### src/rtl/point_spawn_ctrl_pkg.sv
// Shared types and helpers for the snake game map logic.
// Provides game_mode, tile_t, spawn_state_t, map size constants, lfsr5 and fold.
package point_spawn_ctrl_pkg;

    typedef enum logic [1:0] {MENU, GAME, OVER} game_mode;

    typedef enum logic [1:0] {EMPTY, SNAKE1, SNAKE2, POINT} tile_t;

    typedef enum logic [1:0] {IDLE, PROBE, CHECK, WRITE} spawn_state_t;

    localparam int MAP_WIDTH       = 32;
    localparam int MAP_HEIGHT      = 24;
    localparam int POINT_MAX_TRIES = 8;

    // 5-bit pseudo-random step used to derive the next candidate.
    function automatic logic [4:0] lfsr5(input logic [4:0] v);
        return {v[3], v[2], v[1], v[0] ^ v[4], v[4]};
    endfunction

    // Map a raw value into the interior range 1..span, skipping the border.
    function automatic logic [4:0] fold(input logic [4:0] v, input int span);
        return 5'(int'(v) % span + 1);
    endfunction

endpackage

### src/rtl/point_spawn_ctrl_if.sv
// Map access bus: one-tile read probe and one-tile POINT write.
// master = spawn controller, slave = map register.
interface point_spawn_ctrl_if
    import point_spawn_ctrl_pkg::*;
();
    logic [4:0] rd_x;
    logic [4:0] rd_y;
    tile_t      rd_tile;
    logic       wr_en;
    logic [4:0] wr_x;
    logic [4:0] wr_y;

    modport master (
        output rd_x, rd_y, wr_en, wr_x, wr_y,
        input  rd_tile
    );

    modport slave (
        input  rd_x, rd_y, wr_en, wr_x, wr_y,
        output rd_tile
    );
endinterface

### src/rtl/point_spawn_ctrl_eat_arbiter.sv
// Round-robin arbiter for snake eat events; holds pend flags and rr pointer.
// Ports: clk/rst, game (mode is GAME), eat1/eat2 pulses, take (FSM can accept),
// grant/grant_id (request accepted this cycle and which snake).
module point_spawn_ctrl_eat_arbiter (
    input  logic clk,
    input  logic rst,
    input  logic game,
    input  logic eat1,
    input  logic eat2,
    input  logic take,
    output logic grant,
    output logic grant_id
);
    logic pend1;
    logic pend2;
    logic rr;

    assign grant    = take & (pend1 | pend2);
    assign grant_id = (pend1 & pend2) ? rr : pend2;

    always_ff @(posedge clk) begin
        if (rst) begin
            pend1 <= 1'b0;
            pend2 <= 1'b0;
            rr    <= 1'b0;
        end else if (!game) begin
            pend1 <= 1'b0;
            pend2 <= 1'b0;
        end else begin
            // A fresh pulse wins over the clear so it is never lost.
            if (eat1)
                pend1 <= 1'b1;
            else if (grant && !grant_id)
                pend1 <= 1'b0;
            if (eat2)
                pend2 <= 1'b1;
            else if (grant && grant_id)
                pend2 <= 1'b0;
            // Point at the other snake after every grant.
            if (grant)
                rr <= ~grant_id;
        end
    end
endmodule

### src/rtl/point_spawn_ctrl.sv
// Places the single POINT tile: arbitrates eats, probes the map, retries, writes.
// Ports: clk_75/rst, mode, start + seeds, eat1/eat2, map bus (master),
// point_x/y/valid, credit_valid/id, spawn_fail, busy.
module point_spawn_ctrl
    import point_spawn_ctrl_pkg::*;
#(
    parameter int MAP_W     = MAP_WIDTH,
    parameter int MAP_H     = MAP_HEIGHT,
    parameter int MAX_TRIES = POINT_MAX_TRIES
) (
    input  logic               clk_75,
    input  logic               rst,
    input  game_mode           mode,
    input  logic               start,
    input  logic [4:0]         seed_x,
    input  logic [4:0]         seed_y,
    input  logic               eat1,
    input  logic               eat2,
    point_spawn_ctrl_if.master map,
    output logic [4:0]         point_x,
    output logic [4:0]         point_y,
    output logic               point_valid,
    output logic               credit_valid,
    output logic               credit_id,
    output logic               spawn_fail,
    output logic               busy
);
    // Try counter is 4 bits wide, enough for up to 16 attempts.
    localparam logic [3:0] LAST_TRY = 4'(MAX_TRIES - 1);

    spawn_state_t state, state_n;
    logic [4:0] cx, cy, cx_n, cy_n;
    logic [4:0] px_n, py_n;
    logic [3:0] tries, tries_n;
    logic       pv_n;
    logic [4:0] rd_x, rd_y, rd_hx, rd_hy;
    logic [4:0] wr_x, wr_y, wr_hx, wr_hy;
    logic       wr_en;
    logic       game, take, grant, grant_id;

    assign game = (mode == GAME);
    assign take = game && (state == IDLE) && !start;
    assign busy = (state != IDLE);

    point_spawn_ctrl_eat_arbiter u_arb (
        .clk      (clk_75),
        .rst      (rst),
        .game     (game),
        .eat1     (eat1),
        .eat2     (eat2),
        .take     (take),
        .grant    (grant),
        .grant_id (grant_id)
    );

    // Addresses are live while in use and hold their last value otherwise.
    assign rd_x = (state == PROBE) ? cx : rd_hx;
    assign rd_y = (state == PROBE) ? cy : rd_hy;
    assign wr_x = wr_en ? cx : wr_hx;
    assign wr_y = wr_en ? cy : wr_hy;

    assign map.rd_x  = rd_x;
    assign map.rd_y  = rd_y;
    assign map.wr_en = wr_en;
    assign map.wr_x  = wr_x;
    assign map.wr_y  = wr_y;

    always_comb begin
        state_n      = state;
        cx_n         = cx;
        cy_n         = cy;
        tries_n      = tries;
        px_n         = point_x;
        py_n         = point_y;
        pv_n         = point_valid;
        credit_valid = 1'b0;
        credit_id    = 1'b0;
        spawn_fail   = 1'b0;
        wr_en        = 1'b0;
        unique case (state)
            IDLE: begin
                if (game && start) begin
                    cx_n    = fold(seed_x, MAP_W - 2);
                    cy_n    = fold(seed_y, MAP_H - 2);
                    tries_n = '0;
                    state_n = PROBE;
                end else if (grant) begin
                    credit_valid = 1'b1;
                    credit_id    = grant_id;
                    pv_n         = 1'b0;
                    cx_n         = fold(lfsr5(point_x), MAP_W - 2);
                    cy_n         = fold(lfsr5(point_y), MAP_H - 2);
                    tries_n      = '0;
                    state_n      = PROBE;
                end
            end
            PROBE: state_n = CHECK;
            CHECK: begin
                if (map.rd_tile == EMPTY) begin
                    state_n = WRITE;
                end else if (tries == LAST_TRY) begin
                    spawn_fail = 1'b1;
                    pv_n       = 1'b0;
                    state_n    = IDLE;
                end else begin
                    tries_n = tries + 4'd1;
                    cx_n    = fold(lfsr5(cx), MAP_W - 2);
                    cy_n    = fold(lfsr5(cy), MAP_H - 2);
                    state_n = PROBE;
                end
            end
            WRITE: begin
                wr_en   = 1'b1;
                px_n    = cx;
                py_n    = cy;
                pv_n    = 1'b1;
                state_n = IDLE;
            end
            default: state_n = IDLE;
        endcase
        // Leaving the game aborts everything and suppresses side effects.
        if (!game) begin
            state_n      = IDLE;
            tries_n      = '0;
            pv_n         = 1'b0;
            credit_valid = 1'b0;
            credit_id    = 1'b0;
            spawn_fail   = 1'b0;
            wr_en        = 1'b0;
        end
    end

    always_ff @(posedge clk_75) begin
        if (rst) begin
            state       <= IDLE;
            cx          <= '0;
            cy          <= '0;
            tries       <= '0;
            point_x     <= '0;
            point_y     <= '0;
            point_valid <= 1'b0;
            rd_hx       <= '0;
            rd_hy       <= '0;
            wr_hx       <= '0;
            wr_hy       <= '0;
        end else begin
            state       <= state_n;
            cx          <= cx_n;
            cy          <= cy_n;
            tries       <= tries_n;
            point_x     <= px_n;
            point_y     <= py_n;
            point_valid <= pv_n;
            rd_hx       <= rd_x;
            rd_hy       <= rd_y;
            wr_hx       <= wr_x;
            wr_hy       <= wr_y;
        end
    end
endmodule

### src/flat_wrapper.sv
// flat-port wrapper written by rule: the top's interface ports become plain ports
module point_spawn_ctrl_flat import point_spawn_ctrl_pkg::*;
#(
    parameter int MAP_W     = MAP_WIDTH,
    parameter int MAP_H     = MAP_HEIGHT,
    parameter int MAX_TRIES = POINT_MAX_TRIES
)
  (clk_75, rst, mode, start, seed_x, seed_y, eat1, eat2, point_x, point_y, point_valid, credit_valid, credit_id, spawn_fail, busy, map_rd_x, map_rd_y, map_wr_en, map_wr_x, map_wr_y, map_rd_tile);
  point_spawn_ctrl_if map_i ();
  input  logic clk_75;
  input  logic rst;
  input  game_mode mode;
  input  logic start;
  input  logic [4:0] seed_x;
  input  logic [4:0] seed_y;
  input  logic eat1;
  input  logic eat2;
  output logic [4:0] point_x;
  output logic [4:0] point_y;
  output logic point_valid;
  output logic credit_valid;
  output logic credit_id;
  output logic spawn_fail;
  output logic busy;
  output wire logic [$bits(map_i.rd_x)-1:0] map_rd_x;
  output wire logic [$bits(map_i.rd_y)-1:0] map_rd_y;
  output wire logic [$bits(map_i.wr_en)-1:0] map_wr_en;
  output wire logic [$bits(map_i.wr_x)-1:0] map_wr_x;
  output wire logic [$bits(map_i.wr_y)-1:0] map_wr_y;
  input wire logic [$bits(map_i.rd_tile)-1:0] map_rd_tile;
  assign map_rd_x = map_i.rd_x;
  assign map_rd_y = map_i.rd_y;
  assign map_wr_en = map_i.wr_en;
  assign map_wr_x = map_i.wr_x;
  assign map_wr_y = map_i.wr_y;
  assign map_i.rd_tile = map_rd_tile;
  point_spawn_ctrl #(.MAP_W(MAP_W), .MAP_H(MAP_H), .MAX_TRIES(MAX_TRIES)) u_core (.clk_75(clk_75), .rst(rst), .mode(mode), .start(start), .seed_x(seed_x), .seed_y(seed_y), .eat1(eat1), .eat2(eat2), .map(map_i), .point_x(point_x), .point_y(point_y), .point_valid(point_valid), .credit_valid(credit_valid), .credit_id(credit_id), .spawn_fail(spawn_fail), .busy(busy));
endmodule
### config.mk
export PLATFORM = sky130hd
export DESIGN_NAME = point_spawn_ctrl_flat
export DESIGN_NICKNAME = d
export VERILOG_FILES = /design/src/rtl/point_spawn_ctrl_pkg.sv /design/src/rtl/point_spawn_ctrl_if.sv /design/src/rtl/point_spawn_ctrl_eat_arbiter.sv /design/src/rtl/point_spawn_ctrl.sv /design/src/flat_wrapper.sv
export SDC_FILE = /design/constraint.sdc
export NUM_CORES = 1
export LEC_CHECK = 0
export BUFFER_PORTS_ARGS = -buffer_cell sky130_fd_sc_hd__clkbuf_2
export CAP_MARGIN = 20
export CORE_ASPECT_RATIO = 1.75
export CORE_MARGIN = 8
export CORE_UTILIZATION = 54
export CTS_CLUSTER_SIZE = 8
export DETAILED_ROUTE_END_ITERATION = 10
export GPL_TIMING_DRIVEN = 0
export PLACE_DENSITY = 0.88
export RECOVER_POWER = 25
export SKIP_CTS_REPAIR_TIMING = 1
export SKIP_LAST_GASP = 1
export SYNTH_ARGS = -nofsm -noshare
export SYNTH_HDL_FRONTEND = slang
export SYNTH_SLANG_ARGS = --single-unit
### constraint.sdc
create_clock -name clk_75 -period 3.3 [get_ports clk_75]
set_input_delay 0.66 -clock clk_75 [delete_from_list [all_inputs] [get_ports clk_75]]
set_output_delay 0.66 -clock clk_75 [all_outputs]
set_load 0.05 [all_outputs]
==> results.cfg <==
[grt]
grt_max_degree = 17
grt_pass1_vias = 2351
antenna_found_initial = 0
overflow = 0
grt_usage = 0.185
grt_first_pass_wirelength_um = 10700

[worst_setup_path]
crit_required_ns = 2.64
path_cells = clkbuf_2 -> nand2b_1 -> nand2b_1 -> inv_1 -> clkbuf_1 -> nand2_1 -> nand2_1 -> clkbuf_2
start_kind = primary input
arrival_ns = 2.10
critical-path-max-stage-delay_ns = 0.37
path_class = in -> out
end_kind = primary output
cp_slowest_cell = clkbuf_1
cp_max_fo = 10

[route]
via_per_inst = 5.60
vias = 2379
drc = 0
wl_met1_um = 2490
dr.max_layer_used = met4
routed-wl-met3_um = 405
firstDrtPassIters = 4
ant_nets = 0
drt-total-wl_um = 6500
route.met2.wl_um = 3400
wl_per_cell_um = 15.3
drt_first_iter_violations = 127

[placed_design]
portBuffers = 53
dp_hpwl_um = 5100
place_congestion = 0.900

[sta]
slew_headroom = 0.575
rsz0062_at_grt = false
skew_ns = 0.00261
drv_slew = 0
period_needed_ns = 2.76
worst_pin_slew_ns = 0.637
holdWs_ns = 0.482
timing.fmax_ghz = 0.362
finalSetupTns_ns = 0
finalHoldViolations = 0
setup_viol = 0
timing.final.crit_share = 0.838

[cells_and_area]
area_delta_synth_final_pct = 15.8
drive_gt1_frac = 0.239
final_common_cell = nand2_1
n_fill_cell = 407
mostFrequentLayoutCells = nand2_1 (73), dfxtp_1 (50), clkbuf_2 (47)
diodes = 0
nets = 396

[logic_synthesis]
yosysUniqueCellTypes = 56
synth_mux_area_frac = 0.0510
seq_area_frac_synth = 0.385
synthesis.nets = 336
netlist_instances = 312
synth_edf_count = 0
async_reset_ff_frac = 0
avgSynthCellArea_um2 = 8.34
synth_top_family_by_area = simple AND/OR/NAND/NOR gates
synth_compound_gate_area_share = 0.185
synth_ff_type = dfxtp_1
yosys.area_share.simple = 0.274
synth_area_um2 = 2600
ys_ff_latch = 50
ys.warnings.count = 0
synth-xor-area-share = 0.0337
synth_fa_ha_area_frac = 0.0240

[clock_tree]
cts_tree = done
cts_htree_levels = 2
root_buffer = clkbuf_8
cts_buffers = 5
clockBufferDepth = 2
cts_sinks = 50
clk_pin_slew_ns = 0.09
clk_latency_ns = 0.31

[floorplan]
core_um2 = 4670
dieArea_um2 = 7380
initial_core_util = 0.558
die_y_um = 108
rows = 33
die_w_um = 68.5
ioPinCount = 55

[power_and_ir_drop]
peakVddDrop_uv = 404
powerDensity_nw_per_um2 = 362
leakage_nw = 1.31

[flow_run]
cap_violations = 0

[hold_path]
hold_class = reg -> reg

[status]
outcome = finished, final reports clean
[kinds of logic (layout without fill, tap and decap cells)]
| logic type | count (synthesis) | after routing |
|---|---|---|
| simple gates | 146 | 146 |
| compound gates | 68 | 68 |
| flops | 50 | 50 |
| buf+inv | 21 | 82 |
| mux | 12 | 12 |
| xor+xnor | 10 | 10 |
| fa+ha+maj | 5 | 5 |
[synthesized netlist by cell type (2+ instances only)]
cell type | n | area [µm²]
a21oi_1 | 27 | 135
a21oi_2 | 3 | 26.3
xor2_1 | 8 | 70.1
o31ai_1 | 3 | 22.5
inv_1 | 6 | 22.5
ha_1 | 5 | 62.6
dfxtp_1 | 50 | 1000
clkbuf_1 | 8 | 30.0
o311a_1 | 2 | 20.0
nor2_1 | 22 | 82.6
o21ai_0 | 11 | 55.1
buf_6 | 3 | 33.8
xnor2_1 | 2 | 17.5
mux2_2 | 10 | 113
nor3_1 | 3 | 15.0
nand2b_1 | 6 | 37.5
a21o_1 | 2 | 15.0
a31oi_1 | 2 | 12.5
nand2_1 | 73 | 274
a211oi_1 | 4 | 30.0
nor2b_1 | 2 | 12.5
and2_1 | 21 | 131
nand3_1 | 4 | 20.0
buf_4 | 2 | 15.0
mux2i_1 | 2 | 20.0
[per-layer routing]
metal  global-route usage  up-vias
met3               0.0365       16
li1                     -     1188
met5                    0        -
met4               0.0957        0
met2                0.319       72
met1                0.201     1103
[area by class of cell]
| class | instances | area [µm²] | area share |
|---|---|---|---|
| inverter | 6 | 22.5 | 0.00748 |
| clock inverter | 2 | 16.3 | 0.00540 |
| clock buffer | 6 | 82.6 | 0.0274 |
| multi-input combinational | 241 | 1460 | 0.486 |
| timing repair buffer | 53 | 258 | 0.0855 |
| tap | 52 | 65.1 | 0.0216 |
| buffer | 15 | 104 | 0.0345 |
| sequential | 50 | 1000 | 0.332 |
[worst paths after layout]
path	slack, ns	depth (start not counted)	start	end
setup reg to reg	0.89	10	u_core.state[0]	u_core.cx[4]
setup / recovery	0.54	8	mode[1]	map_wr_y[3]
hold reg to reg	0.48	2	u_core.point_x[3]	u_core.point_x[3]
hold / removal	0.48	2	u_core.point_x[3]	u_core.point_x[3]
[critical path: cells and delay by family]
kind / cells / cell delay [ns]
and+or+nand+nor: 4 / 0.60
buffers and inverters: 4 / 0.83
[per-stage QoR]
step	total power, mW	worst slack [ns]	utilization	cells	cell area [µm²]
6_report	1.09	0.535	0.646	425	3010
5_1_grt	1.13	0.401	0.646	425	3010
4_1_cts	1.10	0.516	0.650	425	3030
3_5_place_dp	0.721	0.423	0.629	417	2930
3_3_place_gp	0.719	0.466	0.629	417	2930
2_1_floorplan	0.690	0.0967	-	312	2600
[registers in the layout (all words and copies together), names as in the netlist]
signal and count:
u_core.state 2, u_core.point_valid 1, u_core.rd_hy 5, u_core.cy 5, u_core.u_arb.pend2 1, u_core.u_arb.rr 1, u_core.point_y 5, u_core.cx 5
u_core.wr_hy 5, u_core.tries 4, u_core.point_x 5, u_core.u_arb.pend1 1, u_core.rd_hx 5, u_core.wr_hx 5
[power breakdown]
part	leakage, nW	total (mW)	switching [mW]	internal, mW
registers	0.404	0.621	0.0111	0.610
logic	0.855	0.0861	0.0513	0.0348
clock network	0.0478	0.384	0.211	0.173
total	1.31	1.09	0.274	0.817
No activity file was read; power rests on OpenSTA's default activity.
